[src/rtl/hazard_ctrl_pkg.sv]
`default_nettype none
// ============================================================================
// Module      : hazard_ctrl_pkg
// Description : Shared encodings and forwarding-select helper for hazard_ctrl.
// Revision    : 1.0 - initial release
// ============================================================================
package hazard_ctrl_pkg;

    localparam logic [1:0] RESULT_ALU = 2'b00;
    localparam logic [1:0] RESULT_MEM = 2'b01;
    localparam logic [1:0] RESULT_PC4 = 2'b10;

    localparam logic [1:0] FWD_RF  = 2'b00;
    localparam logic [1:0] FWD_WB  = 2'b01;
    localparam logic [1:0] FWD_MEM = 2'b10;

    localparam logic [4:0] REG_X0 = 5'd0;

    // MEM holds the younger result, so it is checked before WB.
    function automatic logic [1:0] fwd_sel(
        input logic [4:0] rs,
        input logic [4:0] rd_m,
        input logic       we_m,
        input logic [4:0] rd_w,
        input logic       we_w
    );
        if (we_m && (rd_m != REG_X0) && (rs == rd_m))
            fwd_sel = FWD_MEM;
        else if (we_w && (rd_w != REG_X0) && (rs == rd_w))
            fwd_sel = FWD_WB;
        else
            fwd_sel = FWD_RF;
    endfunction

endpackage
`default_nettype wire

[src/rtl/hazard_ctrl_sat_counter.sv]
`default_nettype none
// ============================================================================
// Module      : sat_counter
// Description : Saturating up-counter with synchronous clear priority.
// Revision    : 1.0 - initial release
// ============================================================================
module sat_counter #(
    parameter int W = 32
) (
    input  logic         clk,
    input  logic         reset,
    input  logic         clr,
    input  logic         inc,
    output logic [W-1:0] q
);

    logic [W-1:0] r_cnt_q;
    logic [W-1:0] w_cnt_d;

    always_comb begin
        w_cnt_d = r_cnt_q;
        if (clr)
            w_cnt_d = '0;
        else if (inc && (r_cnt_q != {W{1'b1}}))
            w_cnt_d = r_cnt_q + 1'b1;
    end

    always_ff @(posedge clk or posedge reset) begin
        if (reset)
            r_cnt_q <= '0;
        else
            r_cnt_q <= w_cnt_d;
    end

    assign q = r_cnt_q;

endmodule
`default_nettype wire

[src/rtl/hazard_ctrl.sv]
`default_nettype none
// ============================================================================
// Module      : hazard_ctrl
// Description : Stall/flush/forwarding control with MEM/WB shadow pipeline
//               and saturating hazard-event counters.
// Revision    : 1.0 - initial release
// ============================================================================
module hazard_ctrl
    import hazard_ctrl_pkg::*;
#(
    parameter int CNT_W = 32
) (
    input  logic             clk,
    input  logic             reset,
    input  logic [4:0]       Rs1D,
    input  logic [4:0]       Rs2D,
    input  logic [4:0]       Rs1E,
    input  logic [4:0]       Rs2E,
    input  logic [4:0]       RdE,
    input  logic             RegWriteE,
    input  logic [1:0]       ResultSrcE,
    input  logic             PCSrcE,
    input  logic             cnt_clr,
    output logic             StallF,
    output logic             StallD,
    output logic             FlushD,
    output logic             FlushE,
    output logic [1:0]       ForwardAE,
    output logic [1:0]       ForwardBE,
    output logic [CNT_W-1:0] stall_cnt,
    output logic [CNT_W-1:0] flush_cnt
);

    logic [4:0] r_rd_m_q, r_rd_w_q;
    logic       r_we_m_q, r_we_w_q;
    logic [4:0] w_rd_m_d, w_rd_w_d;
    logic       w_we_m_d, w_we_w_d;
    logic       w_lw_stall;
    logic       w_stall;

    // Flushed bubbles arrive with RegWriteE=0, so no special shadow handling.
    always_comb begin
        w_rd_m_d = RdE;
        w_we_m_d = RegWriteE;
        w_rd_w_d = r_rd_m_q;
        w_we_w_d = r_we_m_q;
    end

    always_ff @(posedge clk or posedge reset) begin
        if (reset) begin
            r_rd_m_q <= REG_X0;
            r_we_m_q <= 1'b0;
            r_rd_w_q <= REG_X0;
            r_we_w_q <= 1'b0;
        end else begin
            r_rd_m_q <= w_rd_m_d;
            r_we_m_q <= w_we_m_d;
            r_rd_w_q <= w_rd_w_d;
            r_we_w_q <= w_we_w_d;
        end
    end

    always_comb begin
        w_lw_stall = (ResultSrcE == RESULT_MEM) && RegWriteE && (RdE != REG_X0)
                     && ((Rs1D == RdE) || (Rs2D == RdE));
        // A taken branch makes the Decode instruction wrong-path: flush, don't hold.
        w_stall    = w_lw_stall && !PCSrcE;
    end

    assign StallF    = w_stall;
    assign StallD    = w_stall;
    assign FlushD    = PCSrcE;
    assign FlushE    = w_lw_stall | PCSrcE;
    assign ForwardAE = fwd_sel(Rs1E, r_rd_m_q, r_we_m_q, r_rd_w_q, r_we_w_q);
    assign ForwardBE = fwd_sel(Rs2E, r_rd_m_q, r_we_m_q, r_rd_w_q, r_we_w_q);

    sat_counter #(.W(CNT_W)) u_stall_cnt (
        .clk   (clk),
        .reset (reset),
        .clr   (cnt_clr),
        .inc   (w_stall),
        .q     (stall_cnt)
    );

    sat_counter #(.W(CNT_W)) u_flush_cnt (
        .clk   (clk),
        .reset (reset),
        .clr   (cnt_clr),
        .inc   (PCSrcE),
        .q     (flush_cnt)
    );

endmodule
`default_nettype wire

[config.mk]
export PLATFORM = sky130hd
export DESIGN_NAME = hazard_ctrl
export DESIGN_NICKNAME = d
export VERILOG_FILES = /design/src/rtl/hazard_ctrl_pkg.sv /design/src/rtl/hazard_ctrl_sat_counter.sv /design/src/rtl/hazard_ctrl.sv
export SDC_FILE = /design/constraint.sdc
export NUM_CORES = 1
export LEC_CHECK = 0
export BUFFER_PORTS_ARGS = -buffer_cell sky130_fd_sc_hd__buf_2
export CAP_MARGIN = 20
export CELL_PAD_IN_SITES_DETAIL_PLACEMENT = 0
export CELL_PAD_IN_SITES_GLOBAL_PLACEMENT = 1
export CORE_ASPECT_RATIO = 1.2
export CORE_UTILIZATION = 43
export CTS_CLUSTER_SIZE = 14
export DETAILED_ROUTE_END_ITERATION = 6
export HOLD_SLACK_MARGIN = 0.06
export MAX_ROUTING_LAYER = met4
export PLACE_DENSITY = 0.83
export SYNTH_ARGS = -nofsm -noshare
export SYNTH_HDL_FRONTEND = slang
export SYNTH_SLANG_ARGS = --single-unit
[constraint.sdc]
create_clock -name clk -period 3.97 [get_ports clk]
set_clock_uncertainty 0.2 [all_clocks]
set_input_delay 0.397 -clock clk [delete_from_list [all_inputs] [get_ports clk]]
set_output_delay 0.397 -clock clk [all_outputs]
set_load 0.03 [all_outputs]
==> qor.txt <==
Cts repair resizes = 0
Leading cell types by count after synthesis = dfrtp_1 (76), nor2_1 (53), xor2_1 (47)
P per Cell Area = 302.4 mW/mm2
Layout cells sized above 1 = 0.2582
Die footprint = 0.01003 mm2
Die height = 109.5 um
Syn. warnings = 0
Mapped Nets = 466
Vias per cell = 5.315
Max Transition Viols Final = 0
Hold Path Class = reg2reg
Slew Limit Headroom = 0.4072
Crit Path Category = in2reg
CTS Buf Count = 9
Fmax = 306.2 MHz
CTS max path bufs = 2
DRC viols = 0
Rows = 38
Top-area cell type share of the netlist area = 0.4592
Detail Route Antenna Nets = 0
Initial DRT Pass Iterations = 4
Setup-failing EPs final = 0
Startpoint Class = input pin
Crit end category = flop
FF-to-FF path depth = 7
Total track usage = 0.2048
Peak VDD IR = 0.1654 mV
Tcrit/Tclk final = 0.8225
Final HPWL DP = 6.868 mm
First-pass GRT wire length = 15.71 mm
CTS Root Cell = clkbuf_8
Synthesized cell area = 0.004141 mm2
Worst setup margin = 0.7046 ns
Flops & latches, synth = 76
Number of synthesized flops with an enable pin = 0
Seq/Total Area, Yosys = 0.4592
Top-count cell post-synth = dfrtp_1
Synthesized area per cell = 9.587 um2
Remaining Overflow, GRT = 0
Initial antenna violation count = 0
Setup total negative slack = 0 ns
CORE AREA = 0.009176 mm2
Hold Crit Depth = 0
Max-cap violations = 0
Async S/R FF share, synth = 1.000
Fin. Hold Viols = 0
Setup WS pre-CTS = 0.9037 ns
Vias = 3,540
# hold bufs at CTS = 7
CTS H-tree lvls = 3
Worst-margin pin slew = 0.8891 ns
Post-Syn Instances = 432
P_leak = 0.002331 uW
Setup repair bufs after CTS = 0
R2r setup slk = 1.31 ns
Layout Cells excl Fill = 666
Clock Pin Slew Worst Setup and Hold Paths = 0.08 ns
Status = complete, no violations
Max Fanout on Critical Path = 17
Data arrival, critical path = 3.33 ns
# clock sinks = 76
RSZ-0062 raised after global routing = false
Synthesis-to-layout area growth = 21.15%
Synth cell types = 50
Required time worst endpoint = 4.04 ns
DP Cell Count = 643
Initial Util = 0.4513
Min cycle time layout = 3.265 ns
Vias in the first global route = 3,216
Antenna diodes = 0
# port buffers = 103
Largest net degree at the start of global routing = 53
Global placer's final weighted congestion = 0.8027
Die width = 91.59 um
Num ports = 104
Synth area leaders = dfrtp_1 (46%), xor2_1 (9.9%), nor2_1 (4.8%)
Largest area contributor in the netlist = dfrtp_1
Skew-Pair Late Insertion Delay = 0.34 ns
Final net count = 575
CTS tree = done
Overall routed net length = 9.605 mm
WL/cell = 14.42 um
DRT iter0 DRCs = 124
Most used DFF post-synth = dfrtp_1
## where the power goes
| group | switching [uW] | total, uW | internal [uW] |
|---|---|---|---|
| registers | 10.2 | 792 | 782 |
| logic | 70.2 | 114 | 44.1 |
| clock network | 288 | 611 | 323 |
## logic make-up (layout without fill, tap and decap cells)
group | after synthesis | in the layout | share of synthesized area
xor+xnor | 68 | 68 | 0.1438
flops | 76 | 76 | 0.4592
simple gates | 215 | 215 | 0.2867
compound gates | 49 | 49 | 0.07160
mux | 4 | 4 | 0.01027
buf+inv | 18 | 132 | 0.02235
fa+ha+maj | 2 | 2 | 0.006041
## cell type report
| cell class | instances | area [um2] |
|---|---|---|
| sequential | 76 | 1902 |
| timing repair buffer | 112 | 600.6 |
| multi-input combinational | 338 | 2147 |
| fill | 881 | 4159 |
| clock buffer | 12 | 155.1 |
| tap | 120 | 150.1 |
| inverter | 4 | 15.01 |
| clock inverter | 4 | 47.55 |
## path summary, 6_finish.rpt
kind                                     end        startpoint
max                         u_stall_cnt.q[9]            RdE[2]
min                                 r_we_w_q          r_we_m_q
max in group asynchronous        r_rd_w_q[3]             reset
min reg2reg                         r_we_w_q          r_we_m_q
min in group asynchronous  u_flush_cnt.q[26]             reset
max reg2reg                u_stall_cnt.q[18]  u_stall_cnt.q[0]
## per-stage QoR
stage,power (uW),cell area (um2),hold slack [ns],utilization
global placement,915.3,4745,0.1690,0.5170
detailed placement,918.6,4745,0.1727,0.5170
floorplan,874.9,4141,0.1478,-
global route,1578,5017,0.2116,0.5468
finish,1517,5017,0.2028,0.5468
CTS,1535,5017,0.1914,0.5468
## flip-flops by register name, indices dropped and copies added (netlist names)
| name | cells |
|---|---|
| r_rd_m_q | 5 |
| r_rd_w_q | 5 |
| r_we_m_q | 1 |
| r_we_w_q | 1 |
| u_flush_cnt.q | 32 |
| u_stall_cnt.q | 32 |
## metal layers
layer	part of all wire	wire [um]	global-route usage	up-vias
met5	0	0	-	-
met4	0.010	98	0.07370	0
met1	0.47	4541	0.2686	1711
li1	-	-	-	1754
met3	0.033	316	0.02559	9
met2	0.48	4649	0.3287	66
## critical path, cell delays in order
cell	delay [ns]
dlygate4sd3_1	0.53
buf_2	0.15
xnor2_1	0.16
nand3_1	0.10
o22ai_2	0.62
nand3_1	0.59
or4_1	0.63
a21oi_1	0.16
## layout by cell type, fill, tap and decap left out, types with 3 or more instances in the layout
| cell type | instances |
|---|---|
| xnor2_1 | 21 |
| and2_1 | 3 |
| or3_1 | 17 |
| and4_1 | 7 |
| a21oi_1 | 18 |
| nor4_1 | 4 |
| buf_2 | 103 |
| nor2b_1 | 4 |
| or4_1 | 10 |
| and3_1 | 9 |
| nand4_1 | 19 |
| clkbuf_8 | 11 |
| nand2_1 | 30 |
| o21ai_0 | 22 |
| nor2_1 | 53 |
| dfrtp_1 | 76 |
| nand3_1 | 32 |
| xor2_1 | 47 |
| inv_1 | 3 |
| nor3_1 | 10 |
| dlygate4sd3_1 | 7 |
Note: power is estimated with default switching activity, not from simulation.
